==> src/rtl/mem_access_ctrl.sv <==
// Sequencer for the MAR/MDR memory path: turns a one-cycle read/write request into MAR/MDR/memory strobes.
// Optional wait-state timeout (abort to ERR with an err pulse) is built only when MEM_TIMEOUT_EN is defined.
module mem_access_ctrl #(
    parameter int TIMEOUT = 16,
    parameter int CNT_W   = 5
) (
    input  logic       clk,
    input  logic       clr,
    input  logic       req_rd,
    input  logic       req_wr,
    input  logic       mem_rdy,
    output logic       mar_in,
    output logic       mdr_in,
    output logic       mdr_read,
    output logic       mdr_out,
    output logic       mem_rd,
    output logic       mem_wr,
    output logic       busy,
    output logic       done,
    output logic       err,
    output logic [2:0] state_o
);

    typedef enum logic [2:0] {
        S_IDLE    = 3'd0,
        S_ADDR    = 3'd1,
        S_RD_WAIT = 3'd2,
        S_RD_DONE = 3'd3,
        S_WR_LOAD = 3'd4,
        S_WR_WAIT = 3'd5,
        S_WR_DONE = 3'd6,
        S_ERR     = 3'd7
    } state_t;

    state_t state_q, state_d;
    logic   is_rd_q, is_rd_d;
    logic   timeout_hit;

    // Handshake: a request is a level sampled only while IDLE (busy=0); the memory side
    // completes a wait state in any cycle where mem_rdy=1, and completion is a one-cycle done.
    always_comb begin
        state_d = state_q;
        is_rd_d = is_rd_q;
        unique case (state_q)
            S_IDLE: begin
                if (req_rd || req_wr) begin
                    state_d = S_ADDR;
                    is_rd_d = req_rd;
                end
            end
            S_ADDR:    state_d = is_rd_q ? S_RD_WAIT : S_WR_LOAD;
            S_RD_WAIT: begin
                if (mem_rdy)          state_d = S_RD_DONE;
                else if (timeout_hit) state_d = S_ERR;
            end
            S_RD_DONE: state_d = S_IDLE;
            S_WR_LOAD: state_d = S_WR_WAIT;
            S_WR_WAIT: begin
                if (mem_rdy)          state_d = S_WR_DONE;
                else if (timeout_hit) state_d = S_ERR;
            end
            S_WR_DONE: state_d = S_IDLE;
            S_ERR:     state_d = S_IDLE;
            default:   state_d = S_IDLE;
        endcase
    end

    always_ff @(posedge clk) begin
        if (clr) begin
            state_q <= S_IDLE;
            is_rd_q <= 1'b0;
        end else begin
            state_q <= state_d;
            is_rd_q <= is_rd_d;
        end
    end

`ifdef MEM_TIMEOUT_EN
    localparam logic [CNT_W-1:0] CNT_MAX = '1;
    localparam logic [CNT_W-1:0] CNT_LIM = CNT_W'(TIMEOUT - 1);
    localparam logic [CNT_W-1:0] CNT_ONE = CNT_W'(1);

    logic [CNT_W-1:0] cnt_q, cnt_d;

    // Counter restarts on every entry into a wait state and only advances while staying there.
    always_comb begin
        cnt_d = '0;
        if ((state_d == state_q) && ((state_q == S_RD_WAIT) || (state_q == S_WR_WAIT))) begin
            cnt_d = (cnt_q == CNT_MAX) ? cnt_q : cnt_q + CNT_ONE;
        end
    end

    always_ff @(posedge clk) begin
        if (clr) cnt_q <= '0;
        else     cnt_q <= cnt_d;
    end

    assign timeout_hit = (cnt_q == CNT_LIM);
`else
    // Sizing parameters only matter when the timeout logic is present.
    logic [CNT_W-1:0] unused_cfg;
    assign unused_cfg  = CNT_W'(TIMEOUT);
    assign timeout_hit = 1'b0;
`endif

    always_comb begin
        mar_in   = 1'b0;
        mdr_in   = 1'b0;
        mdr_read = 1'b0;
        mdr_out  = 1'b0;
        mem_rd   = 1'b0;
        mem_wr   = 1'b0;
        done     = 1'b0;
        err      = 1'b0;
        busy     = (state_q != S_IDLE);
        unique case (state_q)
            S_IDLE:    ;
            S_ADDR:    mar_in = 1'b1;
            S_RD_WAIT: begin
                mem_rd   = 1'b1;
                mdr_read = 1'b1;
                mdr_in   = mem_rdy;
            end
            S_RD_DONE: begin
                mdr_out = 1'b1;
                done    = 1'b1;
            end
            S_WR_LOAD: mdr_in = 1'b1;
            S_WR_WAIT: mem_wr = 1'b1;
            S_WR_DONE: done = 1'b1;
            S_ERR: begin
`ifdef MEM_TIMEOUT_EN
                err = 1'b1;
`endif
            end
            default: ;
        endcase
    end

    assign state_o = state_q;

endmodule

==> config.mk <==
export PLATFORM = sky130hd
export DESIGN_NAME = mem_access_ctrl
export DESIGN_NICKNAME = d
export VERILOG_FILES = /design/src/rtl/mem_access_ctrl.sv
export SDC_FILE = /design/constraint.sdc
export NUM_CORES = 1
export LEC_CHECK = 0
export CELL_PAD_IN_SITES_DETAIL_PLACEMENT = 1
export CELL_PAD_IN_SITES_GLOBAL_PLACEMENT = 2
export CORE_MARGIN = 1.5
export CORE_UTILIZATION = 20
export DETAILED_ROUTE_END_ITERATION = 7
export GPL_TIMING_DRIVEN = 0
export PLACE_DENSITY = 0.77
export SYNTH_ARGS = -nofsm -noshare
export SYNTH_HDL_FRONTEND = slang
export SYNTH_SLANG_ARGS = --single-unit
==> constraint.sdc <==
create_clock -name clk -period 1.5 [get_ports clk]
set_input_delay 0.15 -clock clk [delete_from_list [all_inputs] [get_ports clk]]
set_output_delay 0.15 -clock clk [all_outputs]
set_load 0.02 [all_outputs]
==> flow_summary.toml <==
[run_status]
outcome = "finished, final reports clean"

[worst_setup_path]
critical_path_peak_fanout = 3
crit_chain = "or3_4 > dlygate4sd2_1"
r2r_end = "state_o[1]$_SDFFE_PP0P_"
cp-start-kind = "flip-flop"
cp.arrival_ns = 1.29
worstSetupEndpointType = "output pin"
max_stage_delay_ns = 0.41
rr_worst_depth = 4
crit_buf_inv = 1
rr_startpoint = "state_o[2]$_SDFFE_PP0P_"
crit_type = "flip-flop to output pin"
critPathTopFamily = "simple AND/OR/NAND/NOR gates"
cpMaxStageDelayCell = "or3_4"
r2r_slack_ns = 0.47
crit_required_ns = 1.35

[finish]
fin_util = 0.355
n_antenna_cell = 0
final_cell_mix = "clkdlybuf4s50_1 (7), dlygate4sd2_1 (5)"
syn_to_final_growth_pct = 57.7
final_nets = 62
fill_cells = 179
final-seq-area_um2 = 81.3
drive_above_1_share = 0.291
final_common_cell = "clkdlybuf4s50_1"
multiInputGateArea_um2 = 171

[sta]
min_period_ns = 1.44
rsz0062_at_grt = "false"
period_share = 0.961
hold_violations = 0
finClkSkew_ns = 0.000681
setup_viol = 0
finalMaxSlewViolations = 0
tns_ns = 0
max_freq_mhz = 694

[clock_tree]
cts_root_buffer = "clkbuf_4"
cts_buffers = 3
cts_hold_buffers = 0
h-tree-depth = 1
clock-sinks = 4
worstSkewPairLatency_ns = 0.23
clk_path_buf_depth = 2
clk_pin_slew_worst_paths_ns = 0.04
cts_tree = "built"

[global_routing]
grt_max_degree = 11
grt_first_pass_wirelength_um = 1250
grtUsageTotal = 0.0933
grt_pass1_vias = 256
grt_overflow_total = 0
antenna_found_initial = 0

[floorplan]
fp.dieW_um = 42.2
die_y_um = 42.2
num_rows = 13
ios = 17
coreArea_um2 = 1370
dieArea_um2 = 1780
start_util = 0.225

[route]
wl_um = 739
remaining_drc_errors = 0
vias_per_cell = 4.41
drtIter0Drc = 2
vias = 309
final_antenna_net_count = 0
wl_per_cell_um = 10.6
first_pass_iters = 3

[worst_hold_path]
worstHoldPathType = "flip-flop to flip-flop"
worstHoldStart = "is_rd_q$_SDFFE_PP0P_"
holdPathStages = 2
worstHoldEndpoint = "is_rd_q$_SDFFE_PP0P_"

[synth]
synth_warnings = 0
synthArstFlopShare = 0
ys_ff_latch = 4
synth-edff-count = 0
synthesis.nets = 42
synthCells = 37
avgSynthCellArea_um2 = 8.32
ys.flop_type = "dfxtp_1"
yosysSeqAreaShare = 0.260
syn_area_um2 = 308
synth.distinct_cells = 19

[flow_run]
drv_cap = 0

[power_and_ir_drop]
p_per_area_nw_per_um2 = 1070
ir_drop_uv = 471
p_leak_uw = 0.000236

[placement]
globalplace.congestion = 0.685
io_buffers = 15
dp_hpwl_um = 559
==> cells in the mapped netlist, types with 2 or more instances <==
| library cell | n | area share |
|---|---|---|
| dfxtp_1 | 4 | 0.26 |
| a21oi_1 | 3 | 0.049 |
| buf_4 | 3 | 0.073 |
| inv_1 | 3 | 0.037 |
| nand2b_1 | 3 | 0.061 |
| nor2_1 | 3 | 0.037 |
| and3b_2 | 2 | 0.065 |
| buf_6 | 2 | 0.073 |
| nand2_1 | 2 | 0.024 |
| nand3b_1 | 2 | 0.049 |
| o32ai_1 | 2 | 0.057 |
==> state kept, by name, summed over array words and instances (netlist names) <==
register and count:
state_o 3, is_rd_q 1
==> how the worst max path moves through the flow <==
| stage | endpoint | cells after the start | start |
|---|---|---|---|
| 4_1_cts | mdr_in | 4 | state_o[2]$_SDFFE_PP0P_ |
| 3_3_place_gp | mdr_in | 4 | mem_rdy |
| 3_5_place_dp | mdr_in | 4 | mem_rdy |
| 6_report | busy | 2 | state_o[1]$_SDFFE_PP0P_ |
| 5_1_grt | busy | 2 | state_o[1]$_SDFFE_PP0P_ |
| 2_1_floorplan | mar_in | 2 | state_o[0]$_SDFFE_PP0P_ |
==> layer usage <==
| layer | share of wire | up-vias | wire (um) | global-route usage |
|---|---|---|---|---|
| met2 | 0.45 | 10 | 332 | 0.126 |
| li1 | - | 159 | - | - |
| met4 | 0 | 0 | 0 | 0.0188 |
| met1 | 0.49 | 140 | 365 | 0.129 |
| met3 | 0.055 | 0 | 41 | 0.0517 |
| met5 | 0 | - | 0 | 0 |
==> through the flow <==
stage          setup WS (ns)  cells  hold WS [ns]  power, uW  area (um^2)
2_1_floorplan          0.177     37         0.219        305          308
3_3_place_gp          -0.185     67         0.493        407          477
3_5_place_dp          -0.178     67         0.506        410          477
4_1_cts               0.0168     70         0.513        533          493
5_1_grt              0.00869     70         0.562        561          485
6_report              0.0591     70         0.505        519          485
==> kinds of logic (layout without fill, tap and decap cells) <==
kind of cell           count (synthesis)  after routing  share of synthesized area
AND/OR/NAND/NOR                       16             16                      0.333
buffers and inverters                  8             26                      0.183
AO/OA/AOI/OAI                          6              6                      0.134
flip-flops                             4              4                      0.260
other                                  1              1                     0.0122
XOR/XNOR                               1              1                     0.0285
multiplexers                           1              1                     0.0488
==> repair_timing <==
item / in CTS / in global routing
setup buffers: 0 / 0
gates resized for setup: 11 / 4
pin swaps: 0 / 0
setup endpoints to repair: 8 / 2
==> tightest hold or removal path, cell delays in order, from the launching register on <==
cell	delay [ns]
dfxtp_1	0.30
inv_1	0.07
o32ai_1	0.08
==> final cells by class <==
class	count	area share
multi-input cells	25	0.353
well taps	15	0.0387
clock buffers	3	0.0464
flip-flops and latches	4	0.168
repair buffers	15	0.271
inverters	3	0.0232
plain buffers	5	0.101
==> power breakdown <==
| part | total, uW | switching, uW | leakage (uW) | internal (uW) |
|---|---|---|---|---|
| Combinational | 255 | 128 | 0.000189 | 127 |
| Clock | 127 | 38.1 | 0.0000138 | 89.1 |
| Sequential | 137 | 12.6 | 0.0000334 | 124 |
Note: power is estimated with default switching activity, not from simulation.
